[src/rtl/elevador_pkg.sv]
// Shared encodings for the elevator: floor codes and car FSM states,
// common to the floor-request controller and the car.
package elevador_pkg;

    localparam logic [1:0] HOLD = 2'd0;
    localparam logic [1:0] S1   = 2'd1;
    localparam logic [1:0] S2   = 2'd2;
    localparam logic [1:0] S3   = 2'd3;

    typedef enum logic [1:0] {
        PARADO   = 2'd0,
        SUBINDO  = 2'd1,
        DESCENDO = 2'd2,
        PORTA    = 2'd3
    } cabine_estado_t;

    function automatic int max_int(input int a, input int b);
        return (a > b) ? a : b;
    endfunction

endpackage

[src/rtl/elevador_temporizador.sv]
// Loadable down-counter that times car travel and the door phase.
// Saturates at zero; zero is flagged combinationally from the count register.
module elevador_temporizador #(
    parameter int WIDTH = 3
) (
    input  logic             clock,
    input  logic             reset,
    input  logic             load,
    input  logic             en,
    input  logic [WIDTH-1:0] value,
    output logic             zero
);

    logic [WIDTH-1:0] count_r;

    assign zero = (count_r == {WIDTH{1'b0}});

    // Count register: load wins, otherwise decrement until zero.
    always_ff @(posedge clock) begin
        if (reset) begin
            count_r <= {WIDTH{1'b0}};
        end else if (load) begin
            count_r <= value;
        end else if (en && !zero) begin
            count_r <= count_r - {{(WIDTH-1){1'b0}}, 1'b1};
        end else begin
            count_r <= count_r;
        end
    end

endmodule

[src/rtl/elevador_cabine.sv]
// Elevator car: executes one-floor sobe/desce moves, times the door phase, reports floor/status.
// Optional CABINE_PORTA_SEGURA_EN adds porta_segura, which holds the door open while asserted.
module elevador_cabine
    import elevador_pkg::*;
#(
    parameter int N_ANDARES     = 3,
    parameter int TRAVEL_CYCLES = 8,
    parameter int DOOR_CYCLES   = 4
) (
    input  logic       clock,
    input  logic       reset,
    input  logic       sobe,
    input  logic       desce,
`ifdef CABINE_PORTA_SEGURA_EN
    input  logic       porta_segura,
`endif
    output logic [1:0] andar,
    output logic       em_movimento,
    output logic       chegou,
    output logic       porta_aberta,
    output logic       erro
);

    localparam int TIMER_MAX = max_int(TRAVEL_CYCLES, DOOR_CYCLES);
    localparam int TIMER_W   = (TIMER_MAX > 1) ? $clog2(TIMER_MAX) : 1;
    localparam logic [TIMER_W-1:0] TRAVEL_LOAD = TIMER_W'(TRAVEL_CYCLES - 1);
    localparam logic [TIMER_W-1:0] DOOR_LOAD   = TIMER_W'(DOOR_CYCLES - 1);
    localparam logic [1:0]         ANDAR_TOPO  = 2'(N_ANDARES);

    cabine_estado_t      estado_r;
    cabine_estado_t      estado_next_s;
    logic [1:0]          andar_r;
    logic [1:0]          andar_next_s;
    logic                load_s;
    logic [TIMER_W-1:0]  load_val_s;
    logic                timer_en_s;
    logic                timer_zero_s;
    logic                erro_next_s;
    logic                em_movimento_next_s;
    logic                porta_aberta_next_s;
    logic                chegou_next_s;
    logic                em_movimento_r;
    logic                porta_aberta_r;
    logic                chegou_r;
    logic                erro_r;

    assign timer_en_s = (estado_r != PARADO);

    elevador_temporizador #(.WIDTH(TIMER_W)) u_temporizador (
        .clock (clock),
        .reset (reset),
        .load  (load_s),
        .en    (timer_en_s),
        .value (load_val_s),
        .zero  (timer_zero_s)
    );

    // State, floor and output registers.
    always_ff @(posedge clock) begin
        if (reset) begin
            estado_r       <= PARADO;
            andar_r        <= S1;
            em_movimento_r <= 1'b0;
            porta_aberta_r <= 1'b0;
            chegou_r       <= 1'b0;
            erro_r         <= 1'b0;
        end else begin
            estado_r       <= estado_next_s;
            andar_r        <= andar_next_s;
            em_movimento_r <= em_movimento_next_s;
            porta_aberta_r <= porta_aberta_next_s;
            chegou_r       <= chegou_next_s;
            erro_r         <= erro_next_s;
        end
    end

    // Next state, next floor and timer reloads; commands only matter in PARADO.
    always_comb begin
        estado_next_s = estado_r;
        andar_next_s  = andar_r;
        load_s        = 1'b0;
        load_val_s    = TRAVEL_LOAD;
        erro_next_s   = 1'b0;
        case (estado_r)
            PARADO: begin
                if (sobe && desce) begin
                    erro_next_s = 1'b1;
                end else if (sobe && (andar_r < ANDAR_TOPO)) begin
                    estado_next_s = SUBINDO;
                    load_s        = 1'b1;
                end else if (desce && (andar_r > S1)) begin
                    estado_next_s = DESCENDO;
                    load_s        = 1'b1;
                end else if (sobe || desce) begin
                    erro_next_s = 1'b1;
                end else begin
                    estado_next_s = PARADO;
                end
            end
            SUBINDO, DESCENDO: begin
                if (timer_zero_s) begin
                    if ((estado_r == SUBINDO) && (andar_r < ANDAR_TOPO)) begin
                        andar_next_s = andar_r + 2'd1;
                    end else if ((estado_r == DESCENDO) && (andar_r > S1)) begin
                        andar_next_s = andar_r - 2'd1;
                    end else begin
                        andar_next_s = andar_r;
                    end
                    estado_next_s = PORTA;
                    load_s        = 1'b1;
                    load_val_s    = DOOR_LOAD;
                end else begin
                    estado_next_s = estado_r;
                end
            end
            PORTA: begin
`ifdef CABINE_PORTA_SEGURA_EN
                if (porta_segura) begin
                    load_s     = 1'b1;
                    load_val_s = DOOR_LOAD;
                end else if (timer_zero_s) begin
                    estado_next_s = PARADO;
                end else begin
                    estado_next_s = PORTA;
                end
`else
                if (timer_zero_s) begin
                    estado_next_s = PARADO;
                end else begin
                    estado_next_s = PORTA;
                end
`endif
            end
            default: begin
                estado_next_s = PARADO;
            end
        endcase
    end

    // Output values are derived from the upcoming state so they register alongside it.
    always_comb begin
        em_movimento_next_s = (estado_next_s == SUBINDO) || (estado_next_s == DESCENDO);
        porta_aberta_next_s = (estado_next_s == PORTA);
        chegou_next_s       = (andar_next_s != andar_r);
    end

    assign andar        = andar_r;
    assign em_movimento = em_movimento_r;
    assign chegou       = chegou_r;
    assign porta_aberta = porta_aberta_r;
    assign erro         = erro_r;

endmodule

[config.mk]
export PLATFORM = sky130hd
export DESIGN_NAME = elevador_cabine
export DESIGN_NICKNAME = d
export VERILOG_FILES = /design/src/rtl/elevador_pkg.sv /design/src/rtl/elevador_temporizador.sv /design/src/rtl/elevador_cabine.sv
export SDC_FILE = /design/constraint.sdc
export NUM_CORES = 1
export LEC_CHECK = 0
export ABC_AREA = 1
export ABC_CLOCK_PERIOD_IN_PS = 3120
export BUFFER_PORTS_ARGS = -buffer_cell sky130_fd_sc_hd__buf_2
export CORE_AREA = 2 2 39 41
export DETAILED_ROUTE_END_ITERATION = 10
export DIE_AREA = 0 0 41 43
export PLACE_DENSITY = 0.76
export SLEW_MARGIN = 5
export SYNTH_ARGS = -nofsm -noshare
export SYNTH_HDL_FRONTEND = slang
export SYNTH_SLANG_ARGS = --single-unit
[constraint.sdc]
create_clock -name clock -period 3.12 [get_ports clock]
set_input_delay 0.624 -clock clock [delete_from_list [all_inputs] [get_ports clock]]
set_output_delay 0.624 -clock clock [all_outputs]
set_load 0.03 [all_outputs]
======== After elaboration in Yosys (flattened, before gate mapping) ========
Index checks and enable logic that the tools add are counted.
word-level totals
  flip-flop bits (word level) ............. 11
  input port bits ......................... 4
  output and inout bits ................... 6
  logic and storage cells ................. 59
cells by class
  add/sub/neg operators ................... 3
  magnitude comparators ................... 2
  equality and inequality tests ........... 7
  muxes and demuxes ....................... 24
  bitwise gates (word level) .............. 1
  reductions and logical operators ........ 15
operator list
  operator                                             count
  2-to-1 mux 2 bit                                     10
  2-to-1 mux 3 bit                                     4
  == test 2 bit (second input constant)                4
  2-to-1 mux 1 bit                                     8
  logical AND 1 bit                                    6
  one-hot mux 2 bit (3 select lines)                   1
  == test 2 x 1 -> 1 bit (second input constant)       2
  nonzero test 2 bit                                   2
  OR reduction 2 bit                                   2
  zero test 3 bit                                      1
  subtractor 3 x 1 -> 3 bit (second input constant)    1
  adder 2 x 1 -> 2 bit (second input constant)         1
  > comparator 2 x 1 -> 1 bit (second input constant)  1
  zero test 2 bit                                      1
  logical OR 1 bit                                     2
  < comparator 2 bit (second input constant)           1
  inequality test 2 bit                                1
  one-hot mux 1 bit (2 select lines)                   1
  subtractor 2 x 1 -> 2 bit (second input constant)    1
  zero test 1 bit                                      1
  inverter 1 bit                                       1

======== Depth between registers and ports, before layout ========
Gate-level depths: netlist of run 1.
  depth in word-level cells ............... 8
  depth in mapped cells ................... 11
  depth with buffers taken out ............ 11

======== Hierarchy ========
A second synthesis of run 1 with hierarchy kept.
second synthesis, totals
  cell total of the unflattened synthesis .. 107
  area, all modules ....................... 734.5 sq um
modules (own cells, without submodules)
  module                 instances  cells each  area each (sq um)  seq. area each (sq um)
  elevador_cabine        1          73          533.0              160.2
  elevador_temporizador  1          34          201.4              60.1

======== Worst setup path before layout of run 1 ========
OpenSTA, ideal clock, no wires.
  path type ............................... register to register
  start point ............................. register andar_r[1], in the netlist andar[1]
  end point ............................... register em_movimento_r, in the netlist em_movimento
  setup time .............................. 111 ps
  arrival time ............................ 1,670 ps
  required time ........................... 3,009 ps
  path slack .............................. 1,339 ps
  stages on the path, launching flop included .. 12
  path buffers ............................ 0
  clock period less this slack ............ 1,781 ps
  cell sequence ........................... dfxtp_1 -> inv_1 -> ha_1 -> inv_1 -> nand2_1 -> a21oi_1 -> o21ai_1 -> o21ai_1 -> inv_1 -> ha_1 -> inv_1 -> nor2_1
between the ends
  cells in the longest elaborated chain, start to end .. 8
  elaborated cells on any way between the ends .. 11
  classes of those cells .................. order compare (2); eq/ne (2); mux (4); reduce/logical (3)
ends and longest elaborated chain
  element                                                         line                    text
  start: declaration                                              elevador_cabine.sv:32   logic [1:0] andar_r;
  start signal: assignment                                        elevador_cabine.sv:69   andar_r <= andar_next_s;
  > comparator 2 x 1 -> 1 bit                                     elevador_cabine.sv:91   end else if (desce && (andar_r > S1)) begin
  logical AND 1 bit                                               elevador_cabine.sv:91
  2-to-1 mux 2 bit                                                elevador_cabine.sv:91
  2-to-1 mux 2 bit *                                              elevador_cabine.sv:88   end else if (sobe && (andar_r < ANDAR_TOPO)) begin
  2-to-1 mux 2 bit *                                              elevador_cabine.sv:86   if (sobe && desce) begin
  one-hot mux 2 bit (3 select lines) *                            elevador_cabine.sv:84   case (estado_r)
  net estado_next_s[0]                                            elevador_cabine.sv:31   cabine_estado_t estado_next_s;
  == test 2 x 1 -> 1 bit / == test 2 bit (equally long branches)  elevador_cabine.sv:142  em_movimento_next_s = (estado_next_s == SUBINDO) || (estado_next_s == DESCENDO);
  logical OR 1 bit *                                              elevador_cabine.sv:142
  net em_movimento_next_s                                         elevador_cabine.sv:39   logic em_movimento_next_s;
  end signal: assignment                                          elevador_cabine.sv:70   em_movimento_r <= em_movimento_next_s;
  end: declaration                                                elevador_cabine.sv:42   logic em_movimento_r;
The timed path passes the listed nets; every way through them passes the cells marked *.
A chain may end at the register's enable or synchronous reset.

======== Worst setup path in the final report of run 1 ========
Same ends and word-level chain as after synthesis.

==> flow_summary.json, run 1 <==
{
  "critPathKind": "reg2reg",
  "diodes": 0,
  "worstPathRequired_ns": 3.28,
  "nets": 121,
  "cts_tree": "done",
  "post_cts_buffers": 0,
  "portBuffers": 9,
  "globalplace.congestion": 0.831,
  "grt_pass1_wl_mm": 1.99,
  "synth.distinct_cells": 21,
  "dp.cells": 118,
  "synth_cells": 94,
  "relSlewSlack_pct": 83.8,
  "htreeDepth": 1,
  "cp.arrival_ns": 1.91,
  "yosysTopAreaCell": "dfxtp_1",
  "synth_area_leaders": "dfxtp_1 31%, ha_1 18%, inv_1 8.5%, nand2_1 7.4%, a21oi_1 5.6%",
  "stdcell_count": 122,
  "endpoint_kind": "flip-flop",
  "syn_nets": 108,
  "startpoint_type": "flip-flop",
  "ys_ff_latch": 11,
  "place_area_sq_um": 764,
  "fill_cells": 137,
  "area_delta_synth_final_pct": 11.3,
  "ir_drop_mv": 0.318,
  "synth_most_common_cell": "inv_1",
  "synth_top_flop_cell": "dfxtp_1",
  "fin_crit_ns": 1.76,
  "grt_usage_pct": 16.7,
  "grt_pass1_vias": 501,
  "p_total_uw": 445,
  "leakagePower_uw": 0.000420,
  "drt_iter0_drc": 9,
  "worstPathMaxFanout": 6,
  "setup_viol": 0,
  "grt_overflow": 0,
  "num_vias": 608,
  "ys_seq_area_share_pct": 31.0,
  "post_cts_resized": 0,
  "hp-class": "reg2reg",
  "rows": 14,
  "final_cell_area_sq_um": 791,
  "hold_slack_ns": 0.546,
  "postRouteAntennaNets": 0,
  "slew_viol_final": 0,
  "synth_area_per_cell_sq_um": 7.56,
  "synthArstFlopShare_pct": 0,
  "cts.hold.buffers_added": 0,
  "num_io_pins": 10,
  "synth.top_cell.area_share_pct": 31.0,
  "vias_per_cell": 4.98,
  "drive_gt1_share_pct": 18.9,
  "cts_root_buffer": "clkbuf_4",
  "max_freq_mhz": 570,
  "wl_mm": 1.23,
  "clockBufferDepth": 2,
  "dp_hpwl_um": 979,
  "core_area_sq_mm": 0.00138,
  "status": "complete, no violations",
  "synth_common_cells": "16 x inv_1, 14 x nand2_1, 11 x dfxtp_1",
  "drc_errors": 0,
  "clkTransAtPathRegs_ns": 0.07,
  "die_y_um": 43,
  "tns_ns": 0,
  "clock-sinks": 11,
  "skew_ns": 0.00388,
  "min_period_over_period_pct": 56.3,
  "rsz0062_at_grt": "false",
  "dieArea_sq_mm": 0.00176,
  "grt_max_degree": 10,
  "antenna_found_initial": 0,
  "netlist_area_sq_um": 711,
  "cts_buffers": 3,
  "worst_pin_slew_ns": 0.242,
  "dieWidth_um": 41,
  "power_density_mw_per_mm2": 563,
  "synth-edff-count": 0,
  "maxCapViolCount": 0,
  "initial_utilization_pct": 51.4,
  "hold_viol": 0,
  "clk_latency_ns": 0.27,
  "first_pass_iters": 4,
  "routedWlPerCell_um": 10.1,
  "yosys_warnings": 0
}
[critical path: stages (launching register included)]
cell and delay (ns):
dfxtp_1 0.42, inv_1 0.09, ha_1 0.18, inv_1 0.07, nand2_1 0.06, a21oi_1 0.20, o21ai_1 0.08, o21ai_1 0.11
inv_1 0.06, ha_1 0.29, inv_1 0.05, nor2_1 0.03
[sequential cells by signal (all words and copies together), names as in the netlist]
signal                  flops
porta_aberta                1
estado_r                    2
erro                        1
chegou                      1
u_temporizador.count_r      3
andar                       2
em_movimento                1
[path summary, 6_finish.rpt]
kind	from	slack, ns	cells after the start	to
hold reg to reg	andar[1]$_SDFF_PP0_	0.55	2	andar[1]$_SDFF_PP0_
hold / removal	andar[1]$_SDFF_PP0_	0.55	2	andar[1]$_SDFF_PP0_
setup reg to reg	andar[1]$_SDFF_PP0_	1.36	11	em_movimento$_SDFF_PP0_
setup / recovery	andar[1]$_SDFF_PP0_	1.36	11	em_movimento$_SDFF_PP0_
[cells in the final DEF (no fill, tap or decap), drive strengths merged, types with 2 or more instances in the layout]
cell and n:
inv 20, nand2 16, dfxtp 11, ha 10, buf 9, a21oi 9, nor2 8, o21ai 8
nand3 4, clkbuf 4, a21o 2
[power breakdown]
part           switching, uW  internal [uW]  total [uW]
sequential              11.0            160         172
clock                   45.1           49.5        94.6
combinational            115           64.2         179
total                    171            274         445
[layout make-up]
class                   count  area (sq um)  area share, %
well taps                  16          20.0           2.53
clock buffers               4          26.3           3.32
flip-flops and latches     11           220           27.8
multi-input cells          62           402           50.8
inverters                  20          77.6           9.81
repair buffers              9          45.0           5.70
[kinds of logic (layout without fill, tap and decap cells)]
family,Yosys count,count (layout),share of synthesized area [%]
compound gates,22,22,18.0
fa+ha+maj,10,10,17.6
buf+inv,21,33,12.5
xor+xnor,1,1,1.23
flops,11,11,31.0
simple gates,29,29,19.7
[routing by layer]
metal	share of wire (%)	vias up	GRT usage (%)
met3	6.0	4	7.85
li1	-	322	-
met1	46	269	21.0
met5	0	-	0
met4	1.9	0	6.00
met2	45	13	24.1
[metrics by stage]
step | worst slack, ns | util, %
after floorplan | 1.34 | -
after global placement | 1.38 | 55.2
after detailed placement | 1.38 | 55.2
after CTS | 1.35 | 57.1
after global routing | 1.17 | 57.1
final | 1.36 | 57.1
Note: power is estimated with default switching activity, not from simulation.
==> inputs of run 2 (changes only) <==
ABC_CLOCK_PERIOD_IN_PS = 1600   (was 3120)
CORE_AREA = not set   (was 2 2 39 41)
CORE_MARGIN = 2   (was not set)
CORE_UTILIZATION = 48   (was not set)
DIE_AREA = not set   (was 0 0 41 43)
PLACE_DENSITY = 0.72   (was 0.76)
clock period = 1.6 ns   (was 3.12 ns; I/O delays follow)
==> flow_summary.json, run 2 (synthesis gave the netlist of run 1 again) <==
{
  "status": "complete, no violations",
  "skew_ns": 0.00808,
  "hold_viol": 0,
  "dp.cells": 124,
  "final_core_util_pct": 67.7,
  "layout_common_cells": "13 x nand2_1, 12 x inv_1, 9 x buf_2, 9 x buf_4, 8 x dfxtp_1",
  "maxCapViolCount": 0,
  "drive_gt1_share_pct": 39.1,
  "dieArea_sq_mm": 0.00180,
  "cts_buffers": 3,
  "postRouteAntennaNets": 0,
  "critPathBufInv": 4,
  "endpoint_kind": "flip-flop",
  "leakagePower_uw": 0.000466,
  "power_density_mw_per_mm2": 1060,
  "cts_root_buffer": "clkbuf_4",
  "grt_overflow": 0,
  "grt_pass1_vias": 606,
  "clk_latency_ns": 0.27,
  "initial_utilization_pct": 52.6,
  "rows": 13,
  "r2r_cells": 11,
  "routedWlPerCell_um": 10.1,
  "clockBufferDepth": 2,
  "fill_cells": 115,
  "ir_drop_mv": 0.732,
  "portBuffers": 9,
  "num_vias": 650,
  "min_period_over_period_pct": 95.0,
  "worstPathRequired_ns": 1.76,
  "first_pass_iters": 3,
  "htreeDepth": 1,
  "core_area_sq_mm": 0.00135,
  "clock-sinks": 11,
  "worst_pin_slew_ns": 0.244,
  "grt_usage_pct": 16.6,
  "antenna_found_initial": 0,
  "hp-class": "in2reg",
  "grt_max_degree": 10,
  "globalplace.congestion": 0.812,
  "startpoint_type": "flip-flop",
  "dp_hpwl_mm": 1.02,
  "crit_chain": "inv_4 -> ha_4 -> inv_2 -> nand2_2 -> a21oi_2 -> o21ai_2 -> o21ai_2 -> inv_1 -> ha_1 -> inv_1 -> nor2_1",
  "stdcell_count": 130,
  "crit_cells": 11,
  "rsz0062_at_grt": "true",
  "tns_ns": 0,
  "die_y_um": 42.5,
  "final_common_cell": "nand2_1",
  "final_cell_area_sq_um": 915,
  "diodes": 0,
  "wl_mm": 1.32,
  "clkTransAtPathRegs_ns": 0.07,
  "min_delay_path_depth": 2,
  "largest-register": "u_temporizador.count_r",
  "grt_pass1_wl_mm": 2.28,
  "nets": 130,
  "max_freq_mhz": 658,
  "dieWidth_um": 42.5,
  "slowest_delay_ns": 0.39,
  "worstPathMaxFanout": 6,
  "vias_per_cell": 5.00,
  "cts_tree": "done",
  "cp.arrival_ns": 1.67,
  "drt_iter0_drc": 7,
  "place_area_sq_um": 821,
  "slew_viol_final": 0,
  "critPathKind": "reg2reg",
  "fin_crit_ns": 1.52,
  "largest_reg_flops": 3,
  "slowest_stage": "dfxtp_4",
  "hold_slack_ns": 0.326,
  "area_delta_synth_final_pct": 28.7,
  "crit_family": "adder cells",
  "relSlewSlack_pct": 83.7,
  "drc_errors": 0,
  "setup_viol": 0,
  "num_io_pins": 10
}
run 2: stage by stage:
| stage | total power, uW | worst slack, ns |
|---|---|---|
| floorplan | 627 | 0.0163 |
| global placement | 729 | 0.0423 |
| detailed placement | 738 | 0.00110 |
| CTS | 928 | 0.0100 |
| global route | 1040 | -0.0199 |
| finish | 965 | 0.0807 |
run 2: layer usage:
metal  share of wire (%)  routed length (um)  vias up  track usage, %
li1                    -                   -      346               -
met1                  44                 582      287            16.7
met2                  49                 643       13            29.5
met3                 4.6                  60        4            6.90
met4                 2.4                  31        0            7.50
met5                   0                   0        -               0
run 2: worst paths after layout:
path / slack [ns] / start / endpoint
worst max-delay path: 0.08 / andar[1]$_SDFF_PP0_ / em_movimento$_SDFF_PP0_
worst min-delay path: 0.33 / reset / andar[1]$_SDFF_PP0_
worst max register to register: 0.08 / andar[1]$_SDFF_PP0_ / em_movimento$_SDFF_PP0_
worst min register to register: 0.53 / andar[1]$_SDFF_PP0_ / andar[1]$_SDFF_PP0_
run 2: power breakdown:
group	internal (uW)	switching, uW	leakage [uW]	total [uW]
registers	312	20.7	0.0000915	332
clock network	96.5	91.0	0.0000150	187
logic	196	249	0.000360	446
run 2: cell type report:
class / instances / area, sq um / area share, %
Tap cell: 15 / 18.8 / 2.05
Multi-Input combinational cell: 62 / 448 / 49.0
Inverter: 20 / 80.1 / 8.76
Clock buffer: 4 / 26.3 / 2.87
Sequential cell: 11 / 229 / 25.0
Timing Repair Buffer: 18 / 113 / 12.3
run 2: repair_timing:
item / in CTS / in global routing
hold buffers: 0 / 0
pin swaps: 0 / 2
buffers inserted: 0 / 2
gates resized for setup: 1 / 17
endpoints found under the hold margin: 0 / 0
setup endpoints to repair: 1 / 2
==> inputs of run 3 (changes only) <==
ABC_CLOCK_PERIOD_IN_PS = 1800   (was 1600)
CORE_AREA = 2 2 39 41   (was not set)
CORE_MARGIN = not set   (was 2)
CORE_UTILIZATION = not set   (was 48)
DIE_AREA = 0 0 41 43   (was not set)
PLACE_DENSITY = 0.76   (was 0.72)
clock period = 1.8 ns   (was 1.6 ns; I/O delays follow)
==> flow_summary.json, run 3 (synthesis gave the netlist of run 1 again) <==
{
  "cp.arrival_ns": 1.81,
  "critPathKind": "reg2reg",
  "status": "complete, no violations",
  "min_period_over_period_pct": 91.5,
  "rows": 14,
  "layout_common_cells": "16 x inv_1, 14 x nand2_1, 10 x dfxtp_1, 9 x ha_1, 9 x buf_2",
  "dieArea_sq_mm": 0.00176,
  "skew_ns": 0.00193,
  "clkTransAtPathRegs_ns": 0.06,
  "cts_root_buffer": "clkbuf_4",
  "clock-sinks": 11,
  "die_y_um": 43,
  "vias_per_cell": 4.92,
  "relSlewSlack_pct": 84.2,
  "globalplace.congestion": 0.851,
  "worstPathMaxFanout": 4,
  "rsz0062_at_grt": "false",
  "maxCapViolCount": 0,
  "drive_gt1_share_pct": 22.4,
  "power_density_mw_per_mm2": 970,
  "worstPathRequired_ns": 1.96,
  "seq_area_sq_um": 221,
  "hold_viol": 0,
  "fin_crit_ns": 1.65,
  "routedWlPerCell_um": 10.6,
  "first_pass_iters": 4,
  "portBuffers": 9,
  "hp-class": "in2reg",
  "cts_buffers": 3,
  "htreeDepth": 1,
  "tns_ns": 0,
  "drc_errors": 0,
  "hold_slack_ns": 0.367,
  "nets": 122,
  "ir_drop_mv": 0.636,
  "grt_pass1_vias": 555,
  "num_vias": 605,
  "antenna_found_initial": 0,
  "num_io_pins": 10,
  "layout_setup_ws_ns": 0.153,
  "clk_latency_ns": 0.27,
  "final_common_cell": "inv_1",
  "diodes": 0,
  "area_delta_synth_final_pct": 14.8,
  "initial_utilization_pct": 51.4,
  "setup_viol": 0,
  "slew_viol_final": 0,
  "fill_cells": 117,
  "grt_pass1_wl_mm": 2.21,
  "worst_pin_slew_ns": 0.235,
  "grt_usage_pct": 19.1,
  "postRouteAntennaNets": 0,
  "cts_tree": "done",
  "leakagePower_uw": 0.000427,
  "wl_mm": 1.30,
  "clockBufferDepth": 2,
  "max_freq_mhz": 607,
  "dp_slack_ns": 0.0925,
  "core_area_sq_mm": 0.00138,
  "endpoint_kind": "flip-flop",
  "grt_max_degree": 10,
  "largest-register": "u_temporizador.count_r",
  "grt_overflow": 0,
  "multi_input_area_sq_um": 418,
  "dieWidth_um": 41,
  "p_total_uw": 791,
  "drt_iter0_drc": 6,
  "dp_hpwl_mm": 1.02,
  "largest_reg_flops": 3,
  "startpoint_type": "flip-flop",
  "post_cts_buffers": 0
}
[run 3: cell count changes in the layout (fill, tap and decap cells not counted), moves of 3 or more]
cell and delta:
inv_2 -3, ha_1 +4, ha_2 -3, buf_4 -8, inv_1 +4
[run 3: area by class of cell]
class | instances | area share (%)
well taps | 16 | 2.45
inverters | 20 | 9.51
clock buffers | 4 | 3.22
multi-input cells | 62 | 51.2
repair buffers | 10 | 6.44
flip-flops and latches | 11 | 27.1
[run 3: per-layer routing]
| layer | share of wire (%) | track usage [%] | vias up |
|---|---|---|---|
| met2 | 51 | 29.1 | 11 |
| met3 | 5.2 | 8.38 | 4 |
| li1 | - | - | 323 |
| met4 | 1.6 | 10.0 | 0 |
| met1 | 43 | 21.2 | 267 |
| met5 | 0 | 0 | - |
[run 3: report_power, final]
group / switching (uW) / internal, uW / total [uW]
clock network: 79.5 / 86.0 / 165
logic: 206 / 123 / 329
registers: 18.6 / 278 / 297
total: 304 / 487 / 791
[run 3: per-stage QoR]
step / instances / util (%) / area, sq um
final: 123 / 59.0 / 816
after floorplan: 94 / - / 711
after CTS: 123 / 57.7 / 798
after global routing: 123 / 59.0 / 816
after detailed placement: 119 / 55.8 / 772
after global placement: 119 / 55.8 / 772
[run 3: worst paths after layout]
kind                            cells past startpoint  slack, ns                       to                 from
worst max-delay path                               12       0.15  em_movimento$_SDFF_PP0_  andar[1]$_SDFF_PP0_
worst min-delay path                                2       0.37      andar[1]$_SDFF_PP0_                reset
worst max register to register                     12       0.15  em_movimento$_SDFF_PP0_  andar[1]$_SDFF_PP0_
worst min register to register                      2       0.49      andar[1]$_SDFF_PP0_  andar[1]$_SDFF_PP0_
[run 3: repair_timing]
action,4_1_cts,5_1_grt
setup endpoints to repair,0,1
hold buffers,0,0
gates resized for setup,0,3
[run 3: worst max-delay path, cell delays in order (launching register included)]
cell	delay, ns
dfxtp_2	0.35
buf_4	0.12
ha_1	0.16
inv_1	0.06
nand3b_1	0.12
nand2_1	0.06
inv_1	0.06
o21ai_1	0.06
o21ai_1	0.12
inv_1	0.06
ha_1	0.28
inv_1	0.05
nor2_1	0.03
